[config.mk]
export PLATFORM = sky130hd
export DESIGN_NAME = fetch_stage
export DESIGN_NICKNAME = d
export VERILOG_FILES = /design/src/rtl/fetch_stage_pkg.sv /design/src/rtl/fetch_stage_if_id_reg.sv /design/src/rtl/fetch_stage.sv
export SDC_FILE = /design/constraint.sdc
export NUM_CORES = 1
export LEC_CHECK = 0
export BUFFER_PORTS_ARGS = -buffer_cell sky130_fd_sc_hd__buf_4
export CAP_MARGIN = 40
export CORE_ASPECT_RATIO = 0.5
export CORE_UTILIZATION = 45
export CTS_CLUSTER_SIZE = 16
export DETAILED_ROUTE_END_ITERATION = 16
export PLACE_DENSITY_LB_ADDON = 0.2
export REMOVE_ABC_BUFFERS = 1
export SYNTH_ARGS = -nofsm -noshare
export SYNTH_HDL_FRONTEND = slang
export SYNTH_SLANG_ARGS = --single-unit
[constraint.sdc]
create_clock -name clk -period 3.6 [get_ports clk]
set_input_delay 0.18 -clock clk [delete_from_list [all_inputs] [get_ports clk]]
set_output_delay 0.18 -clock clk [all_outputs]
set_load 0.05 [all_outputs]
[src/rtl/fetch_stage_pkg.sv]
// Shared CPU constants for the fetch stage: default widths, NOP encoding, fetch FSM states.
package fetch_stage_pkg;

    localparam int          ADDR_W_DEF = 32;
    localparam int          DATA_W_DEF = 32;
    localparam logic [31:0] NOP_INSN   = 32'h0000_0000;

    localparam logic [0:0]  ST_RUN     = 1'b0;
    localparam logic [0:0]  ST_HOLD    = 1'b1;

endpackage

[src/rtl/fetch_stage_if_id_reg.sv]
// IF/ID pipeline register: load captures a new instruction, clear kills it, otherwise hold.
// Latency 1 cycle; no backpressure of its own, the caller decides load/clear/hold.
module if_id_reg
    import fetch_stage_pkg::*;
#(
    parameter int                ADDR_W = ADDR_W_DEF,
    parameter int                DATA_W = DATA_W_DEF,
    parameter logic [DATA_W-1:0] NOP    = DATA_W'(NOP_INSN)
) (
    input  logic              clk,
    input  logic              rst_n,
    input  logic              load,
    input  logic              clear,
    input  logic [DATA_W-1:0] next_ir,
    input  logic [ADDR_W-1:0] next_pc_one,
    output logic [DATA_W-1:0] ir,
    output logic [ADDR_W-1:0] pc_one,
    output logic              valid
);

    // pc_one is left untouched on clear so it stays deterministic while invalid.
    always_ff @(posedge clk or negedge rst_n) begin
        if (!rst_n) begin
            ir     <= NOP;
            pc_one <= '0;
            valid  <= 1'b0;
        end else if (clear) begin
            ir     <= NOP;
            valid  <= 1'b0;
        end else if (load) begin
            ir     <= next_ir;
            pc_one <= next_pc_one;
            valid  <= 1'b1;
        end
    end

endmodule

[src/rtl/fetch_stage.sv]
// Instruction fetch + IF/ID register with a one-entry skid so stalls never drop an in-flight word.
// Latency: PC at t appears in IF/ID after edge t+1; stall holds IF/ID and parks the in-flight word.
module fetch_stage
    import fetch_stage_pkg::*;
#(
    parameter int                ADDR_W = ADDR_W_DEF,
    parameter int                DATA_W = DATA_W_DEF,
    parameter logic [DATA_W-1:0] NOP    = DATA_W'(NOP_INSN)
) (
    input  logic              clk,
    input  logic              rst_n,
    input  logic [ADDR_W-1:0] pc,
    input  logic              stall,
    input  logic              flush,
    output logic [ADDR_W-1:0] imem_addr,
    input  logic [DATA_W-1:0] imem_rdata,
    output logic [ADDR_W-1:0] pc_inc,
    output logic [DATA_W-1:0] ir,
    output logic [ADDR_W-1:0] pc_one,
    output logic              valid
);

    logic [ADDR_W-1:0] f_pc;
    logic              f_live;
    logic [DATA_W-1:0] sk_ir;
    logic [ADDR_W-1:0] sk_pc;
    logic [0:0]        state;
    logic [0:0]        state_next;

    logic              load;
    logic              clear;
    logic              sk_capture;
    logic [DATA_W-1:0] next_ir;
    logic [ADDR_W-1:0] next_pc_one;

    assign imem_addr = pc;
    // A stalled PC is re-presented so the branch unit refetches the same address.
    assign pc_inc    = (stall && !flush) ? pc : pc + ADDR_W'(1);

    always_comb begin
        load        = 1'b0;
        clear       = 1'b0;
        sk_capture  = 1'b0;
        next_ir     = imem_rdata;
        next_pc_one = f_pc + ADDR_W'(1);
        state_next  = state;
        if (flush) begin
            clear      = 1'b1;
            state_next = ST_RUN;
        end else if (state == ST_RUN) begin
            if (stall) begin
                if (f_live) begin
                    sk_capture = 1'b1;
                    state_next = ST_HOLD;
                end
            end else if (f_live) begin
                load = 1'b1;
            end else begin
                clear = 1'b1;
            end
        end else if (!stall) begin
            // Drain the skid; the word arriving now is a stale duplicate and is ignored.
            load        = 1'b1;
            next_ir     = sk_ir;
            next_pc_one = sk_pc;
            state_next  = ST_RUN;
        end
    end

    always_ff @(posedge clk or negedge rst_n) begin
        if (!rst_n) begin
            f_pc   <= '0;
            f_live <= 1'b0;
            sk_ir  <= '0;
            sk_pc  <= '0;
            state  <= ST_RUN;
        end else begin
            f_pc   <= pc;
            f_live <= !stall && !flush;
            state  <= state_next;
            if (sk_capture) begin
                sk_ir <= imem_rdata;
                sk_pc <= f_pc + ADDR_W'(1);
            end
        end
    end

    if_id_reg #(
        .ADDR_W (ADDR_W),
        .DATA_W (DATA_W),
        .NOP    (NOP)
    ) u_if_id (
        .clk         (clk),
        .rst_n       (rst_n),
        .load        (load),
        .clear       (clear),
        .next_ir     (next_ir),
        .next_pc_one (next_pc_one),
        .ir          (ir),
        .pc_one      (pc_one),
        .valid       (valid)
    );

endmodule

Word level (Yosys, flattened, before mapping)
Cells that the tools add are included.
{"block": "totals", "reg_bits": 163, "in_bits": 68}
{"block": "classes", "n_bitwise": 1, "n_mux": 26, "n_addsub": 2, "n_reduce_logical": 6}
{"op": "$mux 32", "count": 9}
{"op": "$add 32x1->32 const B", "count": 2}
{"op": "$mux 1", "count": 17}
{"op": "$logic_and 1x1->1", "count": 2}
{"op": "$logic_not 1->1", "count": 2}
{"op": "$reduce_and 2->1", "count": 1}
{"op": "$reduce_bool 2->1", "count": 1}
{"op": "$not 1->1", "count": 1}

Logic depth before layout (Yosys ltp)
Gate-level depths: netlist (run 1).
{"block": "depth", "depth_word": 6, "mapped_depth": 8, "mapped_depth_nobuf": 6}

Hierarchy
A second synthesis (run 1) with hierarchy kept.
{"block": "hier_totals", "cells_unflattened": 701, "area_unflattened_um2": 8055.2}
{"module": "fetch_stage", "n_inst": 1, "area_each_um2": 5406.4, "cells_each": 525}
{"module": "if_id_reg", "n_inst": 1, "area_each_um2": 2648.8, "cells_each": 176}

Least setup slack after synthesis (run 1)
No wires, ideal clock.
{"block": "synth_path", "kind": "input to output", "start": "in flush", "end": "out pc_inc[9]", "t_arrival_ps": 1937, "setup_slack_ps": 1483, "path_stages": 6, "path_buffers": 1, "required_time_ps": 3420, "path_cell_list": "nand2b_1 -> and3_1 -> clkbuf_1 -> nor2b_1 -> nand4_1 -> xnor2_1"}
{"block": "synth_via", "elab_chain_len": 3}
{"item": "from (decl)", "line": "fetch_stage.sv:14", "source": "input logic flush,"}
{"item": "$logic_not 1->1", "line": "fetch_stage.sv:38", "source": "assign pc_inc = (stall && !flush) ? pc : pc + ADDR_W'(1);"}
{"item": "$logic_and 1x1->1", "line": "fetch_stage.sv:38"}
{"item": "$mux 32", "line": "fetch_stage.sv:38"}
{"item": "to (decl)", "line": "fetch_stage.sv:17", "source": "output logic [ADDR_W-1:0] pc_inc,"}
Every way passes these cells.

Final worst setup path (run 1)
{"block": "layout_path", "start": "in pc[7]", "end": "out pc_inc[26]"}
{"block": "layout_via", "elab_chain_len": 2}
{"item": "from (decl)", "line": "fetch_stage.sv:12", "source": "input logic [ADDR_W-1:0] pc,"}
{"item": "$add 32x1->32", "line": "fetch_stage.sv:38"}
{"item": "$mux 32", "line": "fetch_stage.sv:38"}
Every way passes these cells.

==> results of run 1 <==
[repair_timing]
| action | in CTS | in global routing |
|---|---|---|
| buffers inserted | 0 | 0 |
| hold buffers | 38 | 2 |
| endpoints found under the setup margin | 0 | 0 |
| endpoints found under the hold margin | 147 | 2 |
[synthesized netlist by cell type]
master	instances
o211ai_1	1
o22ai_1	18
or2_2	2
nand2_1	65
buf_6	1
nand3_1	27
and4_2	1
and2_1	1
a31o_2	3
a211oi_1	3
nor3_1	4
inv_1	11
clkbuf_1	15
xnor2_1	31
or3_1	2
o21ai_1	2
nor2b_1	2
nor3b_1	1
a21oi_1	53
and4_1	5
nor2_1	63
nand4_1	16
nor4_1	1
nor4b_2	1
and4bb_2	1
and3_1	6
dfrtp_1	163
o21ai_0	45
nand2b_1	1
or2_1	1
xor2_1	30
buf_1	4
mux2_2	33
a211oi_2	1
buf_4	32
ha_1	2
nor4_4	4
buf_2	16
a22oi_1	7
mux2i_1	33
nor4_2	1
nand4_4	1
[area by class of cell]
type                    instances  area, sq um  share of cell area
clock buffers                  17        425.4             0.04262
flip-flops and latches        163         4080              0.4087
clock inverters                14        131.4             0.01316
repair buffers                244         1968              0.1972
inverters                      11        41.29            0.004136
well taps                     227        284.0             0.02845
multi-input cells             468         3052              0.3057
[kinds of logic (layout without fill, tap and decap cells)]
family / Yosys count / after routing / synth area share
compound gates: 133 / 133 / 0.09712
xor+xnor: 61 / 61 / 0.07065
fa+ha+maj: 2 / 2 / 0.003309
buf+inv: 79 / 286 / 0.05874
flops: 163 / 163 / 0.5394
mux: 66 / 66 / 0.09282
simple gates: 206 / 206 / 0.1380
[metrics by stage]
stage,area [sq um],hold slack [ns],worst slack [ns]
after floorplan,7159,-0.1156,-0.3842
after global placement,8997,0.3116,1.192
after detailed placement,9025,0.01861,1.145
after CTS,9962,0.001170,0.9348
after global routing,9982,0.004486,0.7904
final,9982,0.008340,0.9494
[critical path, stage by stage]
cell	delay (ns)
dlygate4sd3_1	0.54
buf_4	0.15
nand4_1	0.17
nor4_4	0.43
nand4_1	0.33
nor3_1	0.28
xor2_1	0.17
buf_4	0.21
[placed cells by master (no fill, tap or decap), types with 2 or more instances in the layout]
cell type,count
clkbuf_16,17
or2_2,2
xnor2_1,31
nand4_1,16
clkinvlp_4,7
a31o_2,3
and3_1,5
o22ai_1,18
and4_1,5
o21ai_0,45
mux2_2,33
ha_1,2
nand3_1,27
a211oi_1,3
inv_6,4
dfrtp_1,162
nor2_1,63
a22oi_1,7
a21oi_1,53
nor3_1,4
inv_1,11
xor2_1,30
nor4_4,4
dlygate4sd3_1,40
o21ai_1,2
or3_1,2
nand2_1,65
mux2i_1,33
buf_4,201
[flip-flops by register name, indices dropped and copies added, names as in the netlist]
name	cells
f_live	1
f_pc	32
sk_ir	32
sk_pc	32
state	1
u_if_id.ir	32
u_if_id.pc_one	32
u_if_id.valid	1
[worst paths after layout]
kind | start | to | slack [ns] | depth (start not counted)
max | pc[7] | pc_inc[26] | 0.95 | 8
min | imem_rdata[10] | sk_ir[10]$_DFFE_PN0P_ | 0.008 | 2
max reg2reg | state$_DFF_PN0_ | u_if_id.pc_one[9]$_DFFE_PN0P_ | 1.30 | 7
min reg2reg | u_if_id.ir[5]$_DFFE_PN0P_ | u_if_id.ir[5]$_DFFE_PN0P_ | 0.48 | 2
max in group asynchronous | rst_n | f_pc[8]$_DFF_PN0_ | 2.46 | 4
min in group asynchronous | rst_n | u_if_id.ir[26]$_DFFE_PN0P_ | 0.16 | 2
[power breakdown]
part,total [W],switching (W),internal [W],leakage (nW)
clock network,0.00171,0.000756,0.000955,0.251
logic,0.00125,0.000784,0.000462,2.15
registers,0.00228,0.000174,0.00210,1.98
total,0.00524,0.00171,0.00352,4.38
[layer usage]
layer / track usage / wire [um] / vias up
met1: 0.3128 / 8688 / 2903
li1: - / - / 2822
met5: 0 / 0 / -
met3: 0.03876 / 975 / 13
met4: 0.05854 / 155 / 0
met2: 0.3371 / 8306 / 193
==> reports/qor.yml, run 1 <==
outcome: "completed"
synth_sequential_area_ratio: 0.5394
synth_top_cell_area_share: 0.5394
cts-root-buf: "clkbuf_16"
grt_util_all_layers: 0.2171
synth_area_sq_um: 7562
synth_cells: 710
maxClockFrequency_mhz: 377.3
io_pins: 197
via_per_inst: 5.184
synth.largest_area_cell: "dfrtp_1"
count_of_unresolved_drc_violations_after_routing: 0
setup.worst_path.class: "input port to output port"
report.power.total_w: 0.005236
crit_required_ns: 3.42
category_of_the_worst_setup_path_launch_point: "input port"
number_of_antenna_violations_at_the_first_check_in_global_routing: 0
final_hold_viol_count: 0
setup_violations: 0
tritoncts_num_sinks: 163
dieHeight_um: 93.67
tritoncts.num_buffers: 17
detailroute.via_count: 5931
final_cell_count_no_fill: 1144
timing.max_cap.violations: 0
finalNetCount: 975
timing.final.crit_share: 0.7363
fillers: 1379
skew_ns: 0.008579
core_area_sq_um: 16390
place_congestion: 0.8519
area.growth.synth_to_final_pct: 32.00
fp-row-count: 33
worst_pin_slew_ns: 0.8745
clock_tree_from_tritoncts: "yes"
final_layout_size_suffix_gt1_frac: 0.3119
p_leak_nw: 4.379
critical_path_arrival_ns: 2.47
power_density_nw_per_um2: 524.5
placement.io_buffers: 196
rsz0062_at_grt: "no"
clk_latency_ns: 0.41
floorplan.die_area_sq_um: 17360
cts.path.max_buffers: 2
num_antenna_cells: 0
wirelength_um: 18130
final.min_clock_period_ns: 2.651
dpl.cell_count: 1073
first_global_vias: 5802
cts.repair.resized: 0
ys.warnings.count: 0
floorplan_die_width_um: 185.3
drt-initial-drc-count: 467
yosys_register_bits: 163
wire_per_inst_um: 15.85
endpoint_kind: "output port"
grt_overflow: 0
fin_util: 0.6090
path_max_fanout: 7
worst_hold_path_type: "input port to register"
first_pass_grt_wire_length_um: 29230
setup_tns_ns: 0
maxSlewHeadroom: 0.4170
clk_transition_reported_paths_ns: 0.06
route.antenna.remaining_nets: 0
peakVddDrop_mv: 0.3497
post_synth_num_cell_types: 42
floorplan.initialDensity: 0.4613
grt_start_max_net_pins: 97
hpwl_um: 12340
detail_route.first_pass.iterations: 7
post_synth_main_area_contributors: "dfrtp_1, mux2_2, mux2i_1, xnor2_1, a21oi_1"
cts_htree_levels: 4
final-max-slew-violation-count: 0
syn_area_per_cell_sq_um: 10.65
(Power assumes the default switching activity.)
==> run 2, diff against run 1 <==
--- a/config.mk
+++ b/config.mk
@@ -5,6 +5,7 @@
 export SDC_FILE = /design/constraint.sdc
 export NUM_CORES = 1
 export LEC_CHECK = 0
+export ABC_AREA = 1
 export BUFFER_PORTS_ARGS = -buffer_cell sky130_fd_sc_hd__buf_4
 export CAP_MARGIN = 40
 export CORE_ASPECT_RATIO = 0.5
==> constraint.sdc (replaced) <==
create_clock -name clk -period 2.65 [get_ports clk]
set_input_delay 0.1325 -clock clk [delete_from_list [all_inputs] [get_ports clk]]
set_output_delay 0.1325 -clock clk [all_outputs]
set_load 0.05 [all_outputs]
==> reports/qor.yml, run 2 <==
rsz0062_at_grt: "no"
category_of_the_worst_setup_path_launch_point: "input port"
critical_path_arrival_ns: 2.24
maxClockFrequency_mhz: 422.2
count_of_unresolved_drc_violations_after_routing: 0
cts_hold_buf: 67
clock_tree_from_tritoncts: "yes"
placement.io_buffers: 196
skew_ns: 0.01019
synth_top_cell_area_share: 0.4869
drt-initial-drc-count: 417
cts-root-buf: "clkbuf_16"
postCtsSetupRepairBufs: 0
final-max-slew-violation-count: 0
synthFlopType: "dfrtp_1"
post_synth_main_area_contributors: "dfrtp_1, nand2_1, o21ai_0, nor2_1, inv_1"
worst_hold_path_type: "input port to register"
fp-row-count: 34
post-route-cell-area_sq_um: 11140
number_of_enable_type_register_cells_in_the_synthesized_netlist: 0
detail_route.first_pass.iterations: 5
setup.worst_path.class: "input port to output port"
route.antenna.remaining_nets: 0
first_pass_grt_wire_length_um: 39680
cts.path.max_buffers: 2
routed-wl-met3_um: 1227
area.growth.synth_to_final_pct: 33.00
first_global_vias: 7701
timing.final.crit_share: 0.8938
route.top_layer_used: "met4"
place_congestion: 0.8910
num_antenna_cells: 0
detailroute.via_count: 8011
number_of_antenna_violations_at_the_first_check_in_global_routing: 0
floorplan.initialDensity: 0.4712
synth_sequential_area_ratio: 0.4869
wire_per_inst_um: 15.12
cts_htree_levels: 4
final_hold_viol_count: 0
synth.most_common_cell: "nand2_1"
path_max_fanout: 5
grt_util_all_layers: 0.2621
clk_transition_reported_paths_ns: 0.07
mostFrequentLayoutCell: "nand2_1"
finalNetCount: 1425
post_synth_num_cell_types: 25
syn_area_per_cell_sq_um: 7.375
tritoncts.num_buffers: 17
floorplan.die_area_sq_um: 19200
placement.cell_area_sq_um: 9828
ys.warnings.count: 0
power_density_nw_per_um2: 673.5
synthArstFlopShare: 1.000
setup_violations: 0
grt_start_max_net_pins: 69
io_pins: 197
synth.largest_area_cell: "dfrtp_1"
crit_required_ns: 2.52
post-place-ws_ns: 0.7444
routedLengthMet1_um: 12010
floorplan_die_width_um: 195.0
clk_latency_ns: 0.42
worst_pin_slew_ns: 0.7079
maxSlewHeadroom: 0.5274
report.power.total_w: 0.007505
final_layout_size_suffix_gt1_frac: 0.1801
wirelength_um: 24200
timing.max_cap.violations: 0
met2_wirelength_um: 10730
ys_top_cells_by_count: "nand2_1, dfrtp_1, nor2_1, o21ai_0, inv_1"
postLayoutSetupSlackWorst_ns: 0.2813
core_area_sq_um: 17780
synth_cells: 1136
grt_overflow: 0
final.min_clock_period_ns: 2.369
synth_area_sq_um: 8378
mostFrequentLayoutCells: "nand2_1, buf_4, dfrtp_1"
yosys_register_bits: 163
p_leak_nw: 5.655
tritoncts_num_sinks: 163
finalHoldWorstSlack_ns: 0.2183
hpwl_um: 16650
cts.repair.resized: 0
peakVddDrop_mv: 0.4744
setup_tns_ns: 0
via_per_inst: 5.007
dieHeight_um: 98.49
outcome: "completed"
endpoint_kind: "output port"
-- run 2: cell types whose count changed after synthesis, moves of 8 or more --
cell     previous run  this run
mux2_2             33         0
inv_1              11        73
xor2_1             30        14
nor2_1             63       147
nand2_1            65       428
mux2i_1            33         0
a21oi_1            53        23
o21ai_0            45       119
nand4_1            16         5
o22ai_1            18         0
xnor2_1            31        16
a31oi_1             0         8
nand3_1            27        42
-- run 2: stage by stage --
step | util | std cells
detailed placement | 0.5527 | 1503
floorplan | - | 1063
CTS | 0.6267 | 1600
global route | 0.6267 | 1600
finish | 0.6267 | 1600
global placement | 0.5527 | 1503
-- run 2: layout make-up --
| cell class | instances | area, sq um |
|---|---|---|
| well taps | 234 | 292.8 |
| multi-input cells | 823 | 3605 |
| clock inverters | 11 | 201.4 |
| flip-flops and latches | 163 | 4079 |
| inverters | 77 | 289.0 |
| repair buffers | 273 | 2233 |
| clock buffers | 19 | 442.9 |
| fillers | 1574 | 6639 |
-- run 2: cell families (layout without fill, tap and decap cells) --
logic type,Yosys count,after routing,synth area share
and+or+nand+nor,639,639,0.3006
DFF,163,163,0.4869
AOI/OAI and AO/OA,152,152,0.09229
buffers and inverters,150,380,0.08587
xor gates and xnor gates,30,30,0.03136
adders and majority gates,2,2,0.002986
-- run 2: final timing paths --
check,start,to,slack [ns],cells past startpoint
max in group asynchronous,rst_n,u_if_id.pc_one[26]$_DFFE_PN0P_,1.52,3
hold reg to reg,sk_ir[17]$_DFFE_PN0P_,sk_ir[17]$_DFFE_PN0P_,0.47,2
hold / removal,flush,state$_DFF_PN0_,0.22,4
setup / recovery,pc[0],pc_inc[16],0.28,10
min in group asynchronous,rst_n,sk_pc[7]$_DFFE_PN0P_,0.27,2
setup reg to reg,state$_DFF_PN0_,u_if_id.ir[23]$_DFFE_PN0P_,0.71,5
-- run 2: per-layer routing --
layer | up-vias | GRT usage
met1 | 3782 | 0.3789
met4 | 0 | 0.06057
met2 | 247 | 0.4093
met3 | 23 | 0.04997
met5 | - | 0
li1 | 3959 | -
-- run 2: critical path, stage by stage --
cell           delay, ns
dlygate4sd3_1       0.53
buf_4               0.14
ha_1                0.19
nand3_1             0.10
nor2_1              0.20
nand2_1             0.17
nor2_1              0.27
nand3_1             0.13
xnor2_1             0.16
buf_4               0.22
-- run 2: where the power goes --
group          internal [W]  switching, W
sequential          0.00284      0.000207
combinational      0.000563       0.00118
clock               0.00170       0.00101
total               0.00510       0.00240
